<file path="config.mk">
export PLATFORM = sky130hd
export DESIGN_NAME = sat_counter
export DESIGN_NICKNAME = d
export VERILOG_FILES = /design/src/rtl/prbs13_checker_sat_counter.sv
export SDC_FILE = /design/constraint.sdc
export NUM_CORES = 1
export LEC_CHECK = 0
export CAP_MARGIN = 20
export CORE_MARGIN = 2
export CORE_UTILIZATION = 54
export DETAILED_ROUTE_END_ITERATION = 12
export PLACE_DENSITY = 0.87
export SLEW_MARGIN = 0
export SYNTH_ARGS = -nofsm -noshare
export SYNTH_HDL_FRONTEND = slang
export SYNTH_SLANG_ARGS = --single-unit
</file>
<file path="constraint.sdc">
create_clock -name clock -period 3.3 [get_ports clock]
set_clock_uncertainty 0.1 [all_clocks]
set_input_delay 0.66 -clock clock [delete_from_list [all_inputs] [get_ports clock]]
set_output_delay 0.66 -clock clock [all_outputs]
set_load 0.03 [all_outputs]
</file>
<file path="src/rtl/prbs13_checker_sat_counter.sv">
// sat_counter: counter that sticks at all-ones; clear beats increment.
// Used for the host-visible bit and error totals.
module sat_counter #(
    parameter int WIDTH = 32
) (
    input  logic             clock,
    input  logic             reset_n,
    input  logic             clr,
    input  logic             inc,
    output logic [WIDTH-1:0] q
);

    always_ff @(posedge clock) begin
        if (!reset_n) begin
            q <= '0;
        end else if (clr) begin
            q <= '0;
        end else if (inc && (q != '1)) begin
            q <= q + WIDTH'(1);
        end
    end

endmodule

</file>
==> impl_metrics.csv <==
group,metric,value,unit
synth,synth_edf_count,0,
cts,insertion_delay,0.34,ns
layout,fin_cells,273,
global_routing,grt_pass1_vias,1459,
setup_path,critPathLaunchType,"flop",
layout,top_regs,"q (32)",
routing,route.detailed.drc,0,
layout,top_register,"q",
layout,drive_above_1_share,8.333,%
routing,drt_first_pass_iters,4,
timing,tns,0,ns
synth,ys_seq_area_share,38.41,%
min_path,worst_hold_startpoint,"q[30]",
timing,grt_setup_unrepaired,"no",
synth,synthArstFlopShare,0,%
outcome,outcome,"finished, final reports clean",
cts,post-cts-setup-buffers,0,
pwr,pwr-share-comb,4.2,%
pwr,p_int,497.7,uW
min_path,hold_path.class,"reg -> reg",
timing,fin_crit,2.447,ns
synth,synth-seq-cells,32,
flow_run,maxCapViolCount,0,
timing,hold_viol,0,
global_routing,grt_pass1_wl,6327,um
pwr,powerDensity,312.0,nW/um2
cts,cts_tree,"done",
layout,largest_reg_flops,32,
setup_path,cp_slowest_cell,"o31ai_4",
setup_path,worstPathCellList,"nand3_1, or4_4, o31ai_4, o21ai_1, a21oi_1",
setup_path,reg2reg_to,"q[3]",
global_routing,grt.met3_usage,5.459,%
placement,portBuffers,35,
synth,post_synth_num_cell_types,40,
placement,dpl.cell_count,265,
routing,drt-total-wl,3909,um
cts,cts_buffers,5,
setup_path,path_class,"reg -> reg",
placement,dp.final_hpwl,2782,um
synth,synthCells,203,
pwr,power_frac_seq,59.2,%
min_path,holdPathEnd,"q[30]",
synth,ys_top_cells_by_area,"dfxtp_1 (38%), a21oi_1 (6.3%), or3_1 (5.6%)",
cts,cts_buffer_depth,2,
timing,max_freq,408.7,MHz
global_routing,use_met1,30.35,%
global_routing,busiest_layer,"met2",
global_routing,antenna_found_initial,0,
die,coreArea,3003,um2
layout,final_cell_mix,"clkdlybuf4s50_1 (35), dfxtp_1 (32), a21oi_1 (21)",
routing,antenna_left,0,
setup_path,cp.required,3.47,ns
cts,clk_pin_slew,0.10,ns
min_path,worstHoldPathCells,2,
pwr,peakVddDrop,0.2298,mV
cts,clock-sinks,32,
setup_path,endpoint_kind,"flop",
die,rows,20,
setup_path,arrival,2.62,ns
routing,viasPerCell,6.209,
global_routing,grt_max_degree,26,
die,io_pins,36,
pwr,leakage,0.0006357,uW
timing,worst_pin_slew,0.8435,ns
cts,htree_levels,2,
timing,finalSetupViolCount,0,
routing,num_vias,1695,
pwr,clkPwrFrac,36.6,%
routing,wire_per_inst,14.32,um
timing,drv_slew,0,
cts,cts_hold_buf,0,
setup_path,critPathMaxFanout,25,
synth,synth_top_area_share,38.41,%
die,die_area,3549,um2
setup_path,r2r_cells,5,
synth,synth_flop_cell,"dfxtp_1",
timing,hold_slack,0.4021,ns
die,die_w,59.58,um
layout,diodes,0,
layout,area_growth,25.88,%
cts,ctsResizeCount,0,
synth,ys_warn_count,0,
placement,gp_congestion,0.8733,
synth,postSynthAreaPerCell,8.216,um2
die,die_h,59.58,um
setup_path,r2r_start,"q[15]",
cts,cts_root_buf,"clkbuf_4",
timing,post-route-period-util,74.14,%
global_routing,use_met2,37.68,%
setup_path,slowest_delay,0.70,ns
die,start_util,55.54,%
layout,final_common_cell,"clkdlybuf4s50_1",
timing,relSlewSlack,43.77,%
layout,nNetsFinal,244,
synth,syn_nets,208,
pwr,p_sw,157.3,uW
global_routing,track_usage,23.52,%
routing,drt_iter0_markers,64,
pwr,sw_frac_of_total,24.02,%
synth,syn-cell-area,1668,um2
global_routing,overflow,0,
setup_path,r2r_slack,0.85,ns
synth,yosysTopAreaCell,"dfxtp_1",
routing by layer:
| metal | up-vias | routed length, um |
|---|---|---|
| li1 | 833 | - |
| met1 | 809 | 1844 |
| met2 | 45 | 1791 |
| met3 | 8 | 214 |
| met4 | 0 | 58 |
| met5 | - | 0 |
worst max path at each step:
stage,from,to,slack [ns],depth (start not counted)
2_1_floorplan,q[0],q[20],1.07,6
3_3_place_gp,inc,q[20],0.66,5
3_5_place_dp,inc,q[20],0.61,5
4_1_cts,q[15],q[13],0.85,5
5_1_grt,q[15],q[25],0.62,5
6_report,q[15],q[3],0.85,5
power groups by stage:
stage          registers [uW]  clock network (uW)  logic [uW]
5_1_grt                   388                 262        30.4
3_3_place_gp              397                   0        27.3
6_report                  388                 240        27.6
4_1_cts                   388                 243        27.9
2_1_floorplan             398                   0        16.6
3_5_place_dp              397                   0        27.6
metrics by stage:
| stage | instance area (um2) | total power, uW | utilization (%) | worst slack (ns) |
|---|---|---|---|---|
| floorplan | 1668 | 415.0 | - | 1.072 |
| global placement | 2038 | 424.2 | 67.88 | 0.6630 |
| detailed placement | 2038 | 424.5 | 67.88 | 0.6058 |
| CTS | 2100 | 659.0 | 69.92 | 0.8497 |
| global route | 2100 | 681.1 | 69.92 | 0.6216 |
| finish | 2100 | 655.1 | 69.92 | 0.8535 |
final cells by class:
type / count / area (um2)
clock buffers: 6 / 51.30
clock inverters: 2 / 10.01
fillers: 257 / 903.4
inverters: 2 / 7.507
multi-input cells: 161 / 983.4
flip-flops and latches: 32 / 640.6
well taps: 33 / 41.29
repair buffers: 37 / 365.4
critical path: cells and delay by family (launching register included):
| family | cells | cell delay [ns] |
|---|---|---|
| flops | 1 | 0.45 |
| compound gates | 3 | 1.01 |
| simple gates | 2 | 0.81 |
cells by family after synthesis:
group	count (synthesis)	share of synthesized area, %
xor+xnor	9	4.726
fa+ha+maj	1	0.7501
simple gates	100	34.51
mux	1	0.6002
buf+inv	10	2.626
flops	32	38.41
compound gates	50	18.38
Yosys cell counts, types with 5 or more instances:
cell	n
dfxtp_1	32
a21oi_1	21
nor2_1	16
nand2_1	15
or3_1	15
nand4_1	14
nand3_1	10
o21ai_1	10
and3_1	9
xnor2_1	9
clkbuf_1	5
o21ai_0	5
Power figures use the tool's default switching activity.
